===== config.mk =====
export PLATFORM = sky130hd
export DESIGN_NAME = sync_fifo
export DESIGN_NICKNAME = d
export VERILOG_FILES = /design/src/rtl/sync_fifo.sv
export SDC_FILE = /design/constraint.sdc
export NUM_CORES = 1
export LEC_CHECK = 0
export CAP_MARGIN = 25
export CORE_UTILIZATION = 65
export CTS_BUF_LIST = sky130_fd_sc_hd__clkbuf_8
export CTS_CLUSTER_DIAMETER = 100
export DETAILED_ROUTE_END_ITERATION = 10
export PLACE_DENSITY = 0.85
export REMOVE_ABC_BUFFERS = 1
export SLEW_MARGIN = 0
export SYNTH_ARGS = -nofsm -noshare
export SYNTH_HDL_FRONTEND = slang
export SYNTH_SLANG_ARGS = --single-unit

===== constraint.sdc =====
create_clock -name clk -period 8 [get_ports clk]
set_input_delay 1.6 -clock clk [delete_from_list [all_inputs] [get_ports clk]]
set_output_delay 1.6 -clock clk [all_outputs]
set_load 0.005 [all_outputs]

===== src/rtl/sync_fifo.sv =====
// Synchronous FIFO, zero-latency head view; a push into a full FIFO lands only if a pop happens
// in the same cycle, a pop on an empty FIFO is ignored.
module sync_fifo #(
  parameter int DEPTH = 8,
  parameter int DW    = 16
) (
  input  logic          clk,
  input  logic          rst,
  input  logic          clr,
  input  logic          push,
  input  logic [DW-1:0] push_data,
  input  logic          pop,
  output logic [DW-1:0] head,
  output logic          empty,
  output logic          full
);

  localparam int AW = $clog2(DEPTH);
  localparam logic [AW:0] FULL_CNT = (AW+1)'(DEPTH);

  logic [DW-1:0] mem [DEPTH];
  logic [AW-1:0] wptr;
  logic [AW-1:0] rptr;
  logic [AW:0]   count;
  logic          wr_en;
  logic          rd_en;

  assign empty = (count == '0);
  assign full  = (count == FULL_CNT);
  assign rd_en = pop && !empty;
  assign wr_en = push && (!full || rd_en);
  assign head  = empty ? '0 : mem[rptr];

  always_ff @(posedge clk or posedge rst) begin
    if (rst) begin
      wptr  <= '0;
      rptr  <= '0;
      count <= '0;
    end else if (clr) begin
      wptr  <= '0;
      rptr  <= '0;
      count <= '0;
    end else begin
      if (wr_en) wptr <= wptr + AW'(1);
      if (rd_en) rptr <= rptr + AW'(1);
      case ({wr_en, rd_en})
        2'b10:   count <= count + (AW+1)'(1);
        2'b01:   count <= count - (AW+1)'(1);
        default: count <= count;
      endcase
    end
  end

  always_ff @(posedge clk) begin
    if (wr_en) mem[wptr] <= push_data;
  end

endmodule


# Word level (Yosys, flattened, before mapping)

Memories as Yosys holds them, arrays and structs flattened.
Cells that the tools add are included.

$add $sub $neg: 4
Equal/unequal tests: 3
Multiplexer cells: 9
Reduce and logical (&&, ||, !) cells: 9

Operators by type and width:

| kind                                                | number |
|---|---|
| two-way mux 16 bit                                  | 1 |
| two-way mux 3 bit                                   | 4 |
| one-hot mux 4 bit (2 select lines)                  | 1 |
| adder 3 x 1 -> 3 bit, second input constant         | 2 |
| adder 4 x 1 -> 4 bit, second input constant         | 1 |
| equality test 4 bit, second input constant          | 1 |
| zero test 4 bit                                     | 1 |
| two-way mux 4 bit                                   | 1 |
| nonzero test 2 bit                                  | 2 |
| subtractor 4 x 1 -> 4 bit, second input constant    | 1 |
| nonzero test 3 bit                                  | 1 |
| equality test 2 x 1 -> 1 bit, second input constant | 1 |
| equality test 2 bit, second input constant          | 1 |
| logical AND 1 bit                                   | 2 |
| zero test 1 bit                                     | 2 |
| two-way mux 1 bit                                   | 2 |
| logical OR 1 bit                                    | 1 |

Flip-flop bits (word level): 10
Bits in writable memories: 128
Input bits: 21
Output and inout bits: 18
Logic and storage cells: 29
Memories kept: 1

Memories:

| name | depth | bits a word | read ports | clocked after memory_dff | wr ports | RTL line | source |
|---|---|---|---|---|---|---|---|
| mem  | 8     | 16          | 1          | 0                        | 1        | 21       | `logic [DW-1:0] mem [DEPTH];` |

# Depth between registers and ports, before layout

Depth after elaboration: 8
Gate-level depth with buffers: 9
Depth with buffers taken out: 8

# Least setup slack after synthesis

OpenSTA, ideal clock, no wires.

Path kind: in2reg
Start point: input push
End point: memory mem[0][0] (enable)
Setup time: 409 ps
Arrival time: 3311 ps
Required time: 7591 ps
Setup slack: 4279 ps
Cell stages on the path: 4
Path buffers: 1
Path through: buf_2 o21ai_2 or2_2 nor3_1

Cells in the longest elaborated chain, start to end: 3

Ends and longest elaborated chain:

| item                                    | RTL line | source |
|---|---|---|
| start, declared                         | 10       | `input logic push,` |
| logical AND 1 bit                       | 31       | `assign wr_en = push && (!full \|\| rd_en);` |
| two-way mux 1 bit                       | 55       | `if (wr_en) mem[wptr] <= push_data;` |
| two-way mux 1 bit (implied by the code) | 55       |  |
| end, declared                           | 21       |  |

No other way between the ends.

# Worst setup path in the final report

Start point: register rptr[0]
End point: output head[14]

Cells in the longest elaborated chain, start to end: 2

Ends and longest elaborated chain:

| item                   | RTL line | source |
|---|---|---|
| start, declared        | 23       | `logic [AW-1:0] rptr;` |
| start signal, assigned | 45       | `if (rd_en) rptr <= rptr + AW'(1);` |
| memory (8 x 16 bit)    | -        |  |
| two-way mux 16 bit     | 32       | `assign head = empty ? '0 : mem[rptr];` |
| end, declared          | 13       | `output logic [DW-1:0] head,` |

No other way between the ends.

==> results.json <==
{
  "status": "finished, final reports clean",
  "place.gp.congestion": 0.738,
  "layout_commonest_cell": "edfxtp_1",
  "die_h_um": 94.4,
  "r2r_end": "count[3]",
  "synthTopCellsByArea": "edfxtp_1 (69%), mux4_2 (13%), dfrtp_1 (4.5%)",
  "crit_family": "buffers and inverters",
  "dp_hpwl_um": 6080,
  "clock_latency_ns": 0.42,
  "rsz0062_at_grt": "false",
  "hold_violations": 0,
  "min_path_cells": 2,
  "ys_ff_latch": 138,
  "fin_skew_ns": 0.00953,
  "seq_power_share_pct": 45.9,
  "syn_to_final_growth_pct": 15.9,
  "place.port_buffers": 38,
  "max_cap_violations": 0,
  "dieArea_um2": 8920,
  "clock-sinks": 138,
  "ioPinCount": 39,
  "rows": 33,
  "cpPeakStageDelay_ns": 0.60,
  "drt-total-wl_um": 9970,
  "drt-wirelength-per-cell_um": 22.2,
  "synth-seq-area-share_pct": 73.7,
  "drtIter0Drc": 269,
  "netlist_instances": 280,
  "crit_chain": "buf_4, mux4_2, mux2i_1, nor2_1, clkdlybuf4s50_1",
  "path_class": "register to primary output",
  "die_w_um": 94.4,
  "power.internal_mw": 1.37,
  "cp_max_fo": 26,
  "final_cell_area_um2": 6440,
  "cts_buffers": 17,
  "critPathRequiredTime_ns": 6.40,
  "startpoint_type": "register",
  "core-area_um2": 8260,
  "vias_per_cell": 6.09,
  "antenna_left": 0,
  "route.detailed.drc": 0,
  "root_buffer": "clkbuf_8",
  "power_density_nw_per_um2": 293,
  "end_kind": "primary output",
  "cts_max_level": 4,
  "fmax_mhz": 230,
  "regToRegSetupSlack_ns": 5.30,
  "ys_warn_count": 0,
  "grt_pass1_wl_um": 15000,
  "final_core_util_pct": 78.0,
  "yosysUniqueCellTypes": 36,
  "antenna_found_initial": 0,
  "cts_hold_buf": 0,
  "grt_remaining_overflow": 0,
  "synth_top_area_share_pct": 69.2,
  "r2r-start": "count[0]",
  "switching_power_uw": 519,
  "setup_viol_count_final": 0,
  "final_cell_mix": "edfxtp_1 (128), clkdlybuf4s50_1 (38), nor2_1 (33), mux4_2 (32), mux2i_1 (19)",
  "min_period_over_period_pct": 54.3,
  "power.leakage_nw": 2.08,
  "place_area_um2": 6120,
  "cp_slowest_cell": "mux4_2",
  "p_sw_share_pct": 27.5,
  "tns_ns": 0,
  "diodes": 0,
  "netlist_area_um2": 5550,
  "slew_viol_final": 0,
  "tightest_slew_ns": 0.843,
  "cts_tree": "built",
  "cts_setup_buffers": 0,
  "crit_arrival_ns": 2.74,
  "clockPowerShare_pct": 24.7,
  "path_buf_inv": 2,
  "drive_gt1_share_pct": 22.4,
  "ctsResizeCount": 0,
  "clock_path_buffers": 2,
  "hold_start": "wptr[0]",
  "rr_worst_depth": 8,
  "fin_nets": 360,
  "hold_end": "wptr[0]",
  "slew_headroom_pct": 43.5,
  "num_vias": 2736,
  "syn_area_per_cell_um2": 19.8,
  "grt_max_degree": 27,
  "period_minus_slack_ns": 4.34,
  "clk_pin_slew_ns": 0.07,
  "ir_drop_mv": 0.161,
  "hold_class": "register to register",
  "track_usage_pct": 25.0,
  "initial_core_util_pct": 67.3,
  "yosysTopAreaCell": "edfxtp_1",
  "combPwrFrac_pct": 29.4,
  "grt_pass1_vias": 2704,
  "firstDrtPassIters": 4
}
## power groups by stage
stage | logic [mW] | registers (mW) | clock network, mW
3_5_place_dp | 0.564 | 0.882 | 0
2_1_floorplan | 0.298 | 0.903 | 0
4_1_cts | 0.568 | 0.868 | 0.477
6_report | 0.555 | 0.867 | 0.467
3_3_place_gp | 0.543 | 0.881 | 0
5_1_grt | 0.603 | 0.871 | 0.506
## worst min-delay path: stages (launching register included)
cell	delay [ns]
dfrtp_1	0.41
nand2_1	0.07
a21oi_1	0.06
## final cells by class
cell class                      count  area [µm²]
Sequential cell                   138        4100
Fill cell                         440        1820
Multi-Input combinational cell    125        1400
Timing Repair Buffer               50         490
Clock buffer                       17         234
Tap cell                          105         131
Clock inverter                     12        86.3
Inverter                            2        7.51
## cell usage after synthesis, drive strengths merged
library cell	number
edfxtp	128
nor2	33
mux4	32
mux2i	19
buf	11
dfrtp	10
clkbuf	4
ha	4
a211oi	3
nand2b	3
nor3	3
o211ai	3
o21ai	3
xnor2	3
xor2	3
a21oi	2
inv	2
nand2	2
nor4	2
a21o	1
a31oi	1
and2	1
fa	1
nand3b	1
nor2b	1
o311a	1
or2	1
or3	1
or4	1
## sequential cells by signal, indices dropped and copies added (netlist names)
name	cells
mem	128
count	4
rptr	3
wptr	3
## layer usage
metal	track usage (%)	part of all wire, %
met5	0	0
met4	10.0	1.8
met3	7.89	7.7
met2	39.4	52
met1	32.8	39
## worst max-delay path by stage
| stage | start | end | cells past startpoint |
|---|---|---|---|
| 3_3_place_gp | pop | mem[6][5] | 6 |
| 4_1_cts | rptr[0] | head[14] | 5 |
| 3_5_place_dp | pop | mem[6][5] | 6 |
| 2_1_floorplan | rptr[0] | head[0] | 3 |
| 5_1_grt | rptr[0] | head[0] | 5 |
| 6_report | rptr[0] | head[14] | 5 |
## per-stage QoR
stage          instances  setup slack, ns  hold slack, ns  power (mW)
2_1_floorplan        265             4.14           0.528        1.20
3_3_place_gp         419             4.02           0.566        1.42
3_5_place_dp         420             3.94           0.568        1.45
4_1_cts              449             3.54           0.578        1.91
5_1_grt              449             3.47           0.599        1.98
6_report             449             3.66           0.582        1.89
## logic make-up (layout without fill, tap and decap cells)
group                    count (synthesis)  after routing  synth area share (%)
flip-flops                             138            138                  73.7
adder cells (fa/ha/maj)                  5              5                  1.26
AND/OR/NAND/NOR                         49             49                  4.03
AO/OA/AOI/OAI                           14             14                  2.14
multiplexers                            51             51                  16.4
XOR/XNOR                                 6              6                 0.946
buffers and inverters                   17             81                  1.51
(Power assumes the default switching activity.)
